### src/rtl/sprite_pkg.sv
// sprite_pkg: shared constants, FSM state type and row-address helper for the sprite row fetcher
package sprite_pkg;

    localparam int ADDR_W = 8;
    localparam int DATA_W = 32;
    localparam int ID_W   = 2;
    localparam int ROWS   = 16;
    localparam int WPR    = 4;
    localparam int ROW_W  = $clog2(ROWS);
    localparam int WIDX_W = $clog2(WPR);

    typedef enum logic [1:0] {IDLE, FETCH, DRAIN} fsm_state_t;

    // First ROM word of a sprite row, wrapped to the ROM address space
    function automatic logic [ADDR_W-1:0] row_base(input logic [ID_W-1:0] sprite, input logic [ROW_W-1:0] row);
        logic [31:0] v;
        v = (32'(sprite) * ROWS + 32'(row)) * WPR;
        return v[ADDR_W-1:0];
    endfunction

endpackage

### src/rtl/sprite_word_fifo.sv
// sprite_word_fifo: synchronous FIFO with occupancy count and same-cycle push/pop
module sprite_word_fifo #(
    parameter int W = 33,
    parameter int DEPTH = 4,
    localparam int CNT_W = $clog2(DEPTH + 1),
    localparam int PW = (DEPTH > 1) ? $clog2(DEPTH) : 1
) (
    input  logic             i_clk,
    input  logic             i_reset,
    input  logic             i_push,
    input  logic [W-1:0]     i_wdata,
    input  logic             i_pop,
    output logic [W-1:0]     o_rdata,
    output logic             o_empty,
    output logic [CNT_W-1:0] o_count
);

    logic [W-1:0]     r_mem [DEPTH];
    logic [PW-1:0]    r_wr_ptr, r_rd_ptr;
    logic [CNT_W-1:0] r_count;
    logic             w_do_push, w_do_pop;

    function automatic logic [PW-1:0] ptr_inc(input logic [PW-1:0] p);
        return (p == PW'(DEPTH - 1)) ? '0 : p + 1'b1;
    endfunction

    assign w_do_pop  = i_pop && (r_count != '0);
    assign w_do_push = i_push && ((r_count != CNT_W'(DEPTH)) || w_do_pop);
    assign o_rdata   = r_mem[r_rd_ptr];
    assign o_empty   = (r_count == '0);
    assign o_count   = r_count;

    // Pointers and occupancy; reset empties the buffer without touching storage
    always_ff @(posedge i_clk) begin
        if (i_reset) begin
            r_wr_ptr <= '0;
            r_rd_ptr <= '0;
            r_count  <= '0;
        end else begin
            if (w_do_push) r_wr_ptr <= ptr_inc(r_wr_ptr);
            if (w_do_pop) r_rd_ptr <= ptr_inc(r_rd_ptr);
            r_count <= r_count + CNT_W'(w_do_push) - CNT_W'(w_do_pop);
        end
    end

    // Storage write
    always_ff @(posedge i_clk) begin
        if (w_do_push) r_mem[r_wr_ptr] <= i_wdata;
    end

endmodule

### src/rtl/sprite_row_fetcher.sv
// sprite_row_fetcher: credit-based ROM read master streaming one sprite row over valid/ready
module sprite_row_fetcher
    import sprite_pkg::*;
#(
    parameter int READ_LATENCY = 1,
    parameter int FIFO_DEPTH = 4
) (
    input  logic              i_clk,
    input  logic              i_reset,
    input  logic              i_req_valid,
    output logic              o_req_ready,
    input  logic [ID_W-1:0]   i_req_sprite,
    input  logic [ROW_W-1:0]  i_req_row,
    output logic [ADDR_W-1:0] o_avm_address,
    output logic              o_avm_chipselect,
    input  logic [DATA_W-1:0] i_avm_readdata,
    output logic              o_out_valid,
    input  logic              i_out_ready,
    output logic [DATA_W-1:0] o_out_data,
    output logic              o_out_last,
    output logic              o_busy
);

    localparam int CNT_W = $clog2(FIFO_DEPTH + 1);
    localparam int CR_W  = $clog2(FIFO_DEPTH + READ_LATENCY + 1);

    if (FIFO_DEPTH < READ_LATENCY + 1) begin : g_depth_check
        $error("FIFO_DEPTH must be at least READ_LATENCY+1");
    end

    fsm_state_t              r_state, w_next;
    logic [ADDR_W-1:0]       r_base;
    logic [WIDX_W-1:0]       r_word_idx;
    logic [READ_LATENCY-1:0] r_sr_valid, r_sr_last;
    logic [CNT_W-1:0]        w_fifo_count;
    logic [CR_W-1:0]         w_inflight;
    logic                    w_credit_ok, w_issue, w_fifo_empty, w_pop, w_head_last;
    logic [DATA_W-1:0]       w_head_data;

    assign w_inflight  = CR_W'($countones(r_sr_valid));
    assign w_credit_ok = (CR_W'(w_fifo_count) + w_inflight) < CR_W'(FIFO_DEPTH);
    assign w_issue     = o_avm_chipselect;
    assign o_out_valid = !w_fifo_empty;
    assign w_pop       = o_out_valid && i_out_ready;
    assign o_out_data  = w_fifo_empty ? '0 : w_head_data;
    assign o_out_last  = !w_fifo_empty && w_head_last;
    assign o_busy      = (r_state != IDLE);

    // Next state and ROM issue: reads go out only while buffer plus in-flight leaves room
    always_comb begin
        w_next           = r_state;
        o_req_ready      = 1'b0;
        o_avm_chipselect = 1'b0;
        o_avm_address    = '0;
        unique case (r_state)
            IDLE: begin
                o_req_ready = !i_reset;
                w_next      = i_req_valid ? FETCH : IDLE;
            end
            FETCH: begin
                o_avm_chipselect = w_credit_ok;
                o_avm_address    = w_credit_ok ? r_base + ADDR_W'(r_word_idx) : '0;
                w_next           = (w_credit_ok && r_word_idx == WIDX_W'(WPR - 1)) ? DRAIN : FETCH;
            end
            DRAIN: w_next = (w_inflight == '0 && w_fifo_empty) ? IDLE : DRAIN;
            default: w_next = IDLE;
        endcase
    end

    // Request latch, word counter and fixed-latency return tracker
    always_ff @(posedge i_clk) begin
        if (i_reset) begin
            r_state    <= IDLE;
            r_base     <= '0;
            r_word_idx <= '0;
            r_sr_valid <= '0;
            r_sr_last  <= '0;
        end else begin
            r_state    <= w_next;
            r_sr_valid <= READ_LATENCY'({r_sr_valid, w_issue});
            r_sr_last  <= READ_LATENCY'({r_sr_last, w_issue && r_word_idx == WIDX_W'(WPR - 1)});
            if (r_state == IDLE && i_req_valid) begin
                r_base     <= row_base(i_req_sprite, i_req_row);
                r_word_idx <= '0;
            end else if (w_issue) begin
                r_word_idx <= r_word_idx + 1'b1;
            end
        end
    end

    sprite_word_fifo #(
        .W     (DATA_W + 1),
        .DEPTH (FIFO_DEPTH)
    ) u_fifo (
        .i_clk   (i_clk),
        .i_reset (i_reset),
        .i_push  (r_sr_valid[READ_LATENCY-1]),
        .i_wdata ({r_sr_last[READ_LATENCY-1], i_avm_readdata}),
        .i_pop   (w_pop),
        .o_rdata ({w_head_last, w_head_data}),
        .o_empty (w_fifo_empty),
        .o_count (w_fifo_count)
    );

endmodule

### config.mk
export PLATFORM = sky130hd
export DESIGN_NAME = sprite_row_fetcher
export DESIGN_NICKNAME = d
export VERILOG_FILES = /design/src/rtl/sprite_pkg.sv /design/src/rtl/sprite_word_fifo.sv /design/src/rtl/sprite_row_fetcher.sv
export SDC_FILE = /design/constraint.sdc
export NUM_CORES = 1
export LEC_CHECK = 0
export ABC_AREA = 1
export CAP_MARGIN = 10
export CORE_MARGIN = 2
export CORE_UTILIZATION = 30
export DETAILED_ROUTE_END_ITERATION = 8
export GPL_TIMING_DRIVEN = 0
export REMOVE_ABC_BUFFERS = 1
export SETUP_SLACK_MARGIN = 0.4
export SLEW_MARGIN = 20
export SYNTH_ARGS = -nofsm -noshare
export SYNTH_HDL_FRONTEND = slang
export SYNTH_SLANG_ARGS = --single-unit
### constraint.sdc
create_clock -name i_clk -period 3 [get_ports i_clk]
set_clock_uncertainty 0.1 [all_clocks]
set_input_delay 0.3 -clock i_clk [delete_from_list [all_inputs] [get_ports i_clk]]
set_output_delay 0.3 -clock i_clk [all_outputs]
set_load 0.05 [all_outputs]
==> results of run 1 <==
## worst max-delay path, delay by kind of cell (launching register included)
| family | cells | cell delay, ns |
|---|---|---|
| buf+inv | 3 | 0.79 |
| flops | 1 | 0.51 |
| compound gates | 2 | 0.22 |
| simple gates | 1 | 0.14 |
## final cells by class
cell class / instances / area, um^2
Fill cell: 1948 / 12300
Sequential cell: 153 / 4390
Multi-Input combinational cell: 319 / 1480
Timing Repair Buffer: 95 / 910
Clock buffer: 28 / 571
Tap cell: 270 / 338
Inverter: 33 / 134
Clock inverter: 4 / 22.5
## registers in the layout (all words and copies together) (netlist names), named ones only
register,flops
r_sr_valid,1
r_word_idx,2
u_fifo.r_mem,132
u_fifo.o_count,3
r_state,2
u_fifo.r_wr_ptr,2
r_base,6
r_sr_last,1
u_fifo.r_rd_ptr,2
## where the power goes
group	switching (mW)	internal, mW
logic	2.26	0.819
registers	0.138	2.42
clock network	0.770	1.29
## kinds of logic (layout without fill, tap and decap cells)
logic type | count (synthesis) | in the layout | synth area share [%]
flip-flops | 153 | 153 | 71.6
AND/OR/NAND/NOR | 188 | 188 | 11.7
adder cells (fa/ha/maj) | 9 | 9 | 1.96
AO/OA/AOI/OAI | 121 | 121 | 9.92
buffers and inverters | 61 | 160 | 4.72
XOR/XNOR | 1 | 1 | 0.143
## worst min-delay path by stage
stage               slack [ns]                end      start  depth (start not counted)
finish                    0.35          r_base[6]  r_base[6]                          2
global route              0.38          r_base[5]  r_base[5]                          2
CTS                       0.36          r_base[6]  r_base[6]                          2
detailed placement        0.35          r_base[6]  r_base[6]                          2
global placement          0.34          r_base[3]  r_base[3]                          2
floorplan                 0.27  u_fifo.o_count[1]    i_reset                          1
## cell usage after synthesis
master    count  share of area (%)
a21oi_1      43                3.5
buf_2        18                1.5
buf_4         2               0.24
buf_6         4               0.74
clkbuf_1      4               0.24
dfxtp_1      21                6.9
edfxtp_1    132                 65
fa_1          1               0.33
ha_1          8                1.6
inv_1        31                1.9
inv_2         2               0.12
nand2_1      15               0.92
nand3_1       5               0.41
nand4_1       2               0.20
nor2_1      166                 10
o21ai_0      37                3.0
o21ai_1      40                3.3
o21bai_1      1               0.12
xnor2_1       1               0.14
## layer usage
layer / routed length (um) / global-route usage (%)
met5: 0 / 0
met4: 228 / 4.81
met3: 702 / 3.70
met2: 6940 / 23.0
met1: 6150 / 16.0
## timing repair
action | 4_1_cts | 5_1_grt
pin swaps | 0 | 0
gates resized for setup | 127 | 57
endpoints found under the setup margin | 41 | 34
setup buffers | 2 | 0
==> results.py, run 1 <==
metrics = {
    "run_status": {
        "run_status": "complete, no violations",
    },
    "logic_synthesis": {
        "synthDistinctLibCells": 19,
        "netlist_area_mm2": 0.00613,
        "syn_inst": 533,
        "postSynthAreaPerCell_um2": 11.5,
        "ys_seq_area_share_pct": 71.6,
        "ys_ff_latch": 153,
        "yosysWarnings": 0,
    },
    "floorplanning": {
        "die_h_um": 147,
        "rows": 52,
        "core-area_mm2": 0.0202,
        "initial_utilization_pct": 30.4,
        "fp.dieArea_mm2": 0.0216,
        "io_pins": 87,
        "die_w_um": 147,
    },
    "cts": {
        "cts_tree": "yes",
        "clk_latency_ns": 0.41,
        "cts_htree_levels": 4,
        "path_clk_slew_ns": 0.06,
        "cts_buffer_depth": 2,
        "hold_buffers": 0,
        "cts_root_buf": "clkbuf_16",
        "cts_buffers": 17,
        "cts_num_sinks": 153,
    },
    "timing": {
        "hold_viol": 0,
        "timing.final.ws_setup_ns": 0.516,
        "max_clock_freq_ghz": 0.403,
        "finalMaxSlewViolations": 0,
        "worst_pin_slew_ns": 0.577,
        "holdWs_ns": 0.353,
        "report.final.setup_viol": 0,
        "rsz0062_at_grt": "false",
        "fin_setup_tns_ns": 0,
        "finalCritPeriodShare_pct": 82.8,
        "slew_headroom_pct": 61.4,
        "finalCriticalPeriod_ns": 2.48,
    },
    "placed_design": {
        "place_area_mm2": 0.00735,
        "port_buffers": 86,
        "hpwl_mm": 8.27,
        "place_ws_ns": -0.264,
        "gp_congestion": 0.718,
        "place_inst": 868,
    },
    "power_and_ir_drop": {
        "power_leakage_nw": 2.85,
        "p_per_area_mw_per_mm2": 981,
        "vdd_drop_max_uv": 400,
        "finalPower_mw": 7.70,
    },
    "setup_path": {
        "critPathMaxFanout": 33,
        "r2r_setup_slack_ns": 0.77,
        "cpMaxStageDelayCell": "dfxtp_4",
        "crit_type": "flip-flop to primary output",
        "cp.arrival_ns": 2.08,
        "reg2regPathDepth": 12,
        "path_cells": "buf_16 > inv_4 > nor2_1 > o21ai_1 > a21oi_1 > clkdlybuf4s15_2",
        "r2r_start": "u_fifo.o_count[1]",
        "r2r_end": "u_fifo.o_count[2]",
        "startpoint_type": "flip-flop",
        "cpPeakStageDelay_ns": 0.51,
        "cp-endpoint": "o_out_data[6]",
        "cp.required_ns": 2.60,
        "end_kind": "primary output",
    },
    "finish": {
        "drive_above_1_share_pct": 13.6,
        "final_cell_area_mm2": 0.00785,
        "finalNetCount": 670,
        "antennaDiodeCount": 0,
        "layout_common_cells": "nor2_1, edfxtp_1, clkdlybuf4s50_1, a21oi_1, o21ai_1",
        "area.growth.synth_to_final_pct": 28.1,
        "final_cells": 902,
        "final_common_cell": "nor2_1",
        "fin_util_pct": 38.9,
    },
    "global_route": {
        "antenna_found_initial": 0,
        "grt_pass1_vias": 4051,
        "track_usage_pct": 13.3,
        "grt-ovfl-total": 0,
        "grt_max_degree": 67,
        "grt_pass1_wl_mm": 21.7,
    },
    "detailed_routing": {
        "num_vias": 4113,
        "antenna_left": 0,
        "vias_per_cell": 4.56,
        "avgRoutedWirePerCell_um": 15.5,
        "drc": 0,
        "wirelength_mm": 14.0,
        "drt_pass1_iterations": 4,
        "dr.first_iter.drc_count": 191,
    },
    "job": {
        "cap_viol_max_count": 0,
    },
    "min_path": {
        "min_path_type": "flip-flop to flip-flop",
    },
}
Note: power is estimated with default switching activity, not from simulation.
==> run 2, diff against run 1 <==
==> constraint.sdc (replaced) <==
create_clock -name i_clk -period 2 [get_ports i_clk]
set_clock_uncertainty 0.1 [all_clocks]
set_input_delay 0.2 -clock i_clk [delete_from_list [all_inputs] [get_ports i_clk]]
set_output_delay 0.2 -clock i_clk [all_outputs]
set_load 0.05 [all_outputs]
==> results.py, run 2 (synthesis results as in run 1) <==
metrics = {
    "run_status": {
        "run_status": "finished with violations",
        "violations": "negative setup slack",
    },
    "min_path": {
        "min_path_type": "input port to flip-flop",
    },
    "global_route": {
        "track_usage_pct": 16.2,
        "grt-ovfl-total": 0,
        "antenna_found_initial": 0,
        "grt_pass1_wl_mm": 25.7,
        "grt_pass1_vias": 4552,
        "grt_max_degree": 34,
    },
    "setup_path": {
        "reg2regPathDepth": 10,
        "crit_type": "flip-flop to primary output",
        "end_kind": "primary output",
        "cp-endpoint": "o_out_data[25]",
        "startpoint_type": "flip-flop",
        "r2r_setup_slack_ns": 0.06,
        "cp.arrival_ns": 1.77,
        "cp.required_ns": 1.70,
        "critPathMaxFanout": 8,
        "r2r_start": "u_fifo.o_count[1]",
        "r2r_end": "u_fifo.o_count[1]",
    },
    "finish": {
        "layout_common_cells": "edfxtp_1, nor2_1, buf_6, clkdlybuf4s50_1, clkbuf_16",
        "regMostFlops": "u_fifo.r_mem",
        "antennaDiodeCount": 0,
        "fin_util_pct": 50.6,
        "final_common_cell": "edfxtp_1",
        "n_fill_cell": 1707,
        "area.growth.synth_to_final_pct": 66.7,
        "seqCellArea_mm2": 0.00440,
        "largest_reg_flops": 132,
        "drive_above_1_share_pct": 43.6,
        "multi_input_area_mm2": 0.00222,
        "finalNetCount": 746,
        "final_cell_area_mm2": 0.0102,
    },
    "floorplanning": {
        "core-area_mm2": 0.0202,
        "fp.dieArea_mm2": 0.0216,
        "initial_utilization_pct": 30.4,
        "io_pins": 87,
        "die_h_um": 147,
        "die_w_um": 147,
        "rows": 52,
    },
    "timing": {
        "hold_viol": 0,
        "timing.final.ws_setup_ns": -0.0687,
        "max_clock_freq_ghz": 0.483,
        "report.final.setup_viol": 32,
        "worst_pin_slew_ns": 0.392,
        "rsz0062_at_grt": "true",
        "finalCritPeriodShare_pct": 103,
        "finalCriticalPeriod_ns": 2.07,
        "finalMaxSlewViolations": 0,
        "slew_headroom_pct": 73.8,
    },
    "power_and_ir_drop": {
        "p_per_area_mw_per_mm2": 1450,
        "power_leakage_nw": 3.61,
        "finalPower_mw": 14.9,
        "vdd_drop_max_uv": 759,
    },
    "detailed_routing": {
        "dr.first_iter.drc_count": 361,
        "drc": 0,
        "num_vias": 4680,
        "avgRoutedWirePerCell_um": 20.4,
        "wirelength_mm": 20.0,
        "drt_pass1_iterations": 5,
        "vias_per_cell": 4.79,
        "antenna_left": 0,
    },
    "cts": {
        "clk_latency_ns": 0.42,
        "cts_num_sinks": 153,
        "path_clk_slew_ns": 0.06,
        "cts_root_buf": "clkbuf_16",
        "cts_buffer_depth": 2,
        "cts_buffers": 17,
        "hold_buffers": 0,
        "cts_htree_levels": 4,
        "cts_tree": "yes",
    },
    "placed_design": {
        "port_buffers": 86,
        "hpwl_mm": 8.27,
        "gp_congestion": 0.718,
        "place_area_mm2": 0.00735,
    },
    "job": {
        "cap_viol_max_count": 0,
    },
}
-- run 2: layer usage --
layer	part of all wire (%)	up-vias	global-route usage [%]
met3	5.9	21	3.91
met1	41	2335	19.5
li1	-	2170	-
met5	0	-	0
met4	1.3	0	5.43
met2	52	154	28.6
-- run 2: what timing repair did --
item                                    CTS  global route
cloned                                   12            17
endpoints found under the setup margin  180           158
setup buffers                            27            22
pin swaps                                20            67
gates resized for setup                 423           183
-- run 2: worst min path at each step --
stage               depth (start not counted)                  end          startpoint
floorplan                                   1    u_fifo.o_count[1]             i_reset
global placement                            2            r_base[3]           r_base[3]
detailed placement                          2            r_base[6]           r_base[6]
CTS                                         1   u_fifo.r_mem[3][6]   i_avm_readdata[6]
global route                                1  u_fifo.r_mem[3][23]  i_avm_readdata[23]
finish                                      1   u_fifo.r_mem[3][6]   i_avm_readdata[6]
-- run 2: critical path, stage by stage, from the launching register on --
cell and delay (ns):
dfxtp_4 0.36, buf_12 0.15, buf_16 0.15, buf_12 0.15, clkinv_16 0.08, o21ai_4 0.06
a21oi_2 0.19, buf_6 0.18
-- run 2: metrics by stage --
stage,cells,hold slack (ns),setup TNS (ns),setup slack [ns]
finish,978,0.315,-1.23,-0.0687
global route,978,0.311,-3.72,-0.126
global placement,861,0.342,-384.71,-2.89
floorplan,505,0.167,-113.41,-0.960
detailed placement,868,0.349,-66.80,-1.16
CTS,939,0.299,-1.79,-0.0937
-- run 2: cell type report --
type / count / area share, %
sequential: 153 / 43.1
clock buffer: 28 / 5.59
timing repair buffer: 162 / 22.4
timing repair inverter: 9 / 2.02
tap: 270 / 3.31
multi-input combinational: 319 / 21.7
clock inverter: 4 / 0.221
inverter: 33 / 1.62
-- run 2: power by group --
group          switching, mW  internal (mW)  total [mW]
combinational           4.89           3.06        7.95
sequential             0.124           3.65        3.78
clock                   1.18           1.94        3.12
==> run 3, diff against run 2 <==
--- a/config.mk
+++ b/config.mk
@@ -16,4 +16,5 @@
 export SLEW_MARGIN = 20
 export SYNTH_ARGS = -nofsm -noshare
 export SYNTH_HDL_FRONTEND = slang
+export SYNTH_HIERARCHICAL = 1
 export SYNTH_SLANG_ARGS = --single-unit
==> results.py, run 3 <==
metrics = {
    "finish": {
        "multi_input_area_mm2": 0.00216,
        "seqCellArea_mm2": 0.00441,
        "largest_reg_flops": 132,
        "area.growth.synth_to_final_pct": 66.9,
        "finalNetCount": 778,
        "n_fill_cell": 1731,
        "layout_common_cells": "edfxtp_1, buf_6, nor2_1, inv_1, clkdlybuf4s50_1",
        "drive_above_1_share_pct": 47.6,
        "final_cells": 1013,
        "regMostFlops": "u_fifo/r_mem",
        "antennaDiodeCount": 0,
        "final_cell_area_mm2": 0.0105,
        "final_common_cell": "edfxtp_1",
    },
    "global_route": {
        "grt_max_degree": 19,
        "grt_pass1_vias": 4600,
        "grt-ovfl-total": 0,
        "grt_pass1_wl_mm": 27.6,
        "track_usage_pct": 17.5,
        "antenna_found_initial": 1,
    },
    "logic_synthesis": {
        "synth_common_cells": "edfxtp_1, nor2_1, inv_1",
        "ys_ff_latch": 153,
        "synth_flop_cell": "edfxtp_1",
        "ys_async_sr_fraction_pct": 0,
        "synth_edf_count": 132,
        "netlist_area_mm2": 0.00630,
        "yosysWarnings": 6,
        "synthDistinctLibCells": 28,
        "postSynthAreaPerCell_um2": 11.7,
        "ys_seq_area_share_pct": 69.6,
        "netlist.area_leader.share_pct": 62.9,
        "synth_top_area_cell": "edfxtp_1",
        "yosys-top-cells-area": "edfxtp_1, nor2_1, dfxtp_1",
        "syn_inst": 539,
    },
    "floorplanning": {
        "die_h_um": 149,
        "io_pins": 87,
        "fp.dieArea_mm2": 0.0222,
        "core-area_mm2": 0.0208,
        "initial_utilization_pct": 30.3,
        "die_w_um": 149,
        "rows": 53,
    },
    "placed_design": {
        "hpwl_mm": 7.61,
        "place_inst": 878,
        "place_area_mm2": 0.00748,
        "port_buffers": 86,
        "gp_congestion": 0.703,
    },
    "setup_path": {
        "cpMaxStageDelayCell": "fa_2",
        "cp.arrival_ns": 2.36,
        "path_cells": "inv_2 > nand3_4 > inv_12 > nor2_4 > nor2_2 > nand2_2 > nand2_8 > ha_4 > inv_2 > ha_4 > inv_2 > fa_2 > nor2_1",
        "cpPeakStageDelay_ns": 0.51,
        "end_kind": "flip-flop",
        "startpoint_type": "flip-flop",
        "cp.required_ns": 2.18,
        "cp_common_cell": "inv_2",
        "crit_type": "flip-flop to flip-flop",
        "critPathMaxFanout": 5,
    },
    "timing": {
        "finalCriticalPeriod_ns": 2.18,
        "rsz0062_at_grt": "true",
        "report.final.setup_viol": 93,
        "timing.final.ws_setup_ns": -0.176,
        "hold_viol": 0,
        "worst_pin_slew_ns": 0.703,
        "slew_headroom_pct": 53.1,
        "finalCritPeriodShare_pct": 109,
        "finalMaxSlewViolations": 0,
        "holdWs_ns": 0.291,
        "fin_setup_tns_ns": -5.14,
        "max_clock_freq_ghz": 0.460,
    },
    "detailed_routing": {
        "drt_pass1_iterations": 4,
        "wirelength_mm": 19.5,
        "drc": 0,
        "vias_per_cell": 4.69,
        "avgRoutedWirePerCell_um": 19.3,
        "dr.first_iter.drc_count": 281,
        "antenna_left": 0,
        "num_vias": 4750,
    },
    "power_and_ir_drop": {
        "finalPower_mw": 12.8,
        "power_leakage_nw": 3.88,
        "vdd_drop_max_uv": 670,
        "p_per_area_mw_per_mm2": 1220,
    },
    "cts": {
        "cts_tree": "yes",
        "cts_num_sinks": 153,
        "cts_root_buf": "clkbuf_16",
        "clk_latency_ns": 0.42,
        "cts_buffer_depth": 2,
        "cts_htree_levels": 4,
        "cts_buffers": 17,
        "hold_buffers": 0,
        "path_clk_slew_ns": 0.06,
    },
    "run_status": {
        "run_status": "finished with violations",
        "violations": "negative setup slack",
    },
    "min_path": {
        "min_path_type": "input port to flip-flop",
    },
    "job": {
        "cap_viol_max_count": 0,
    },
}
[run 3: kinds of logic (layout without fill, tap and decap cells)]
family | after synthesis | count (layout) | synth area share, %
AO/OA/AOI/OAI | 113 | 113 | 10.4
XOR/XNOR | 1 | 1 | 0.139
adder cells (fa/ha/maj) | 9 | 9 | 1.91
buffers and inverters | 96 | 294 | 7.25
flip-flops | 153 | 153 | 69.6
AND/OR/NAND/NOR | 167 | 168 | 10.7
[run 3: critical path: cells and delay by family (launching register included)]
kind,cells,cell delay (ns)
fa+ha+maj,3,0.87
buf+inv,4,0.18
flops,1,0.39
simple gates,6,0.49
[run 3: stage by stage]
| stage | setup WS, ns | util, % |
|---|---|---|
| floorplan | -1.57 | - |
| global placement | -3.59 | 35.1 |
| detailed placement | -1.47 | 35.9 |
| CTS | -0.133 | 47.2 |
| global route | -0.219 | 50.5 |
| finish | -0.176 | 50.5 |
[run 3: worst paths after layout]
check	start	end	slack, ns	cells after the start
setup / recovery	u_fifo/o_count[1]	u_fifo/o_count[1]	-0.18	13
hold / removal	i_req_row[1]	r_base[3]	0.29	3
setup reg to reg	u_fifo/o_count[1]	u_fifo/o_count[1]	-0.18	13
hold reg to reg	r_sr_last	u_fifo/r_mem[3][32]	0.39	0
[run 3: timing repair]
item,in CTS,in global routing
cloned,23,2
setup buffers,64,16
pin swaps,50,67
endpoints found under the setup margin,187,180
resized for setup,510,147
[run 3: area by class of cell]
| class | count | area share, % |
|---|---|---|
| Sequential cell | 153 | 41.9 |
| Timing Repair Buffer | 182 | 23.3 |
| Multi-Input combinational cell | 291 | 20.6 |
| Clock buffer | 18 | 4.08 |
| Tap cell | 275 | 3.27 |
| Inverter | 69 | 2.96 |
| Timing Repair inverter | 13 | 2.20 |
| Clock inverter | 12 | 1.67 |
[run 3: where the power goes]
group          internal [mW]  switching [mW]
Combinational           2.26            3.53
Sequential              3.65          0.0952
Clock                   2.07            1.24
Total                   7.98            4.87
[run 3: layer usage]
layer | track usage [%] | vias up | part of all wire, % | wire length, um
met1 | 21.7 | 2298 | 42 | 8140
li1 | - | 2266 | - | -
met2 | 29.0 | 150 | 49 | 9580
met4 | 5.71 | 2 | 2.1 | 404
met5 | 0 | - | 0.067 | 13
met3 | 5.41 | 34 | 7.0 | 1370
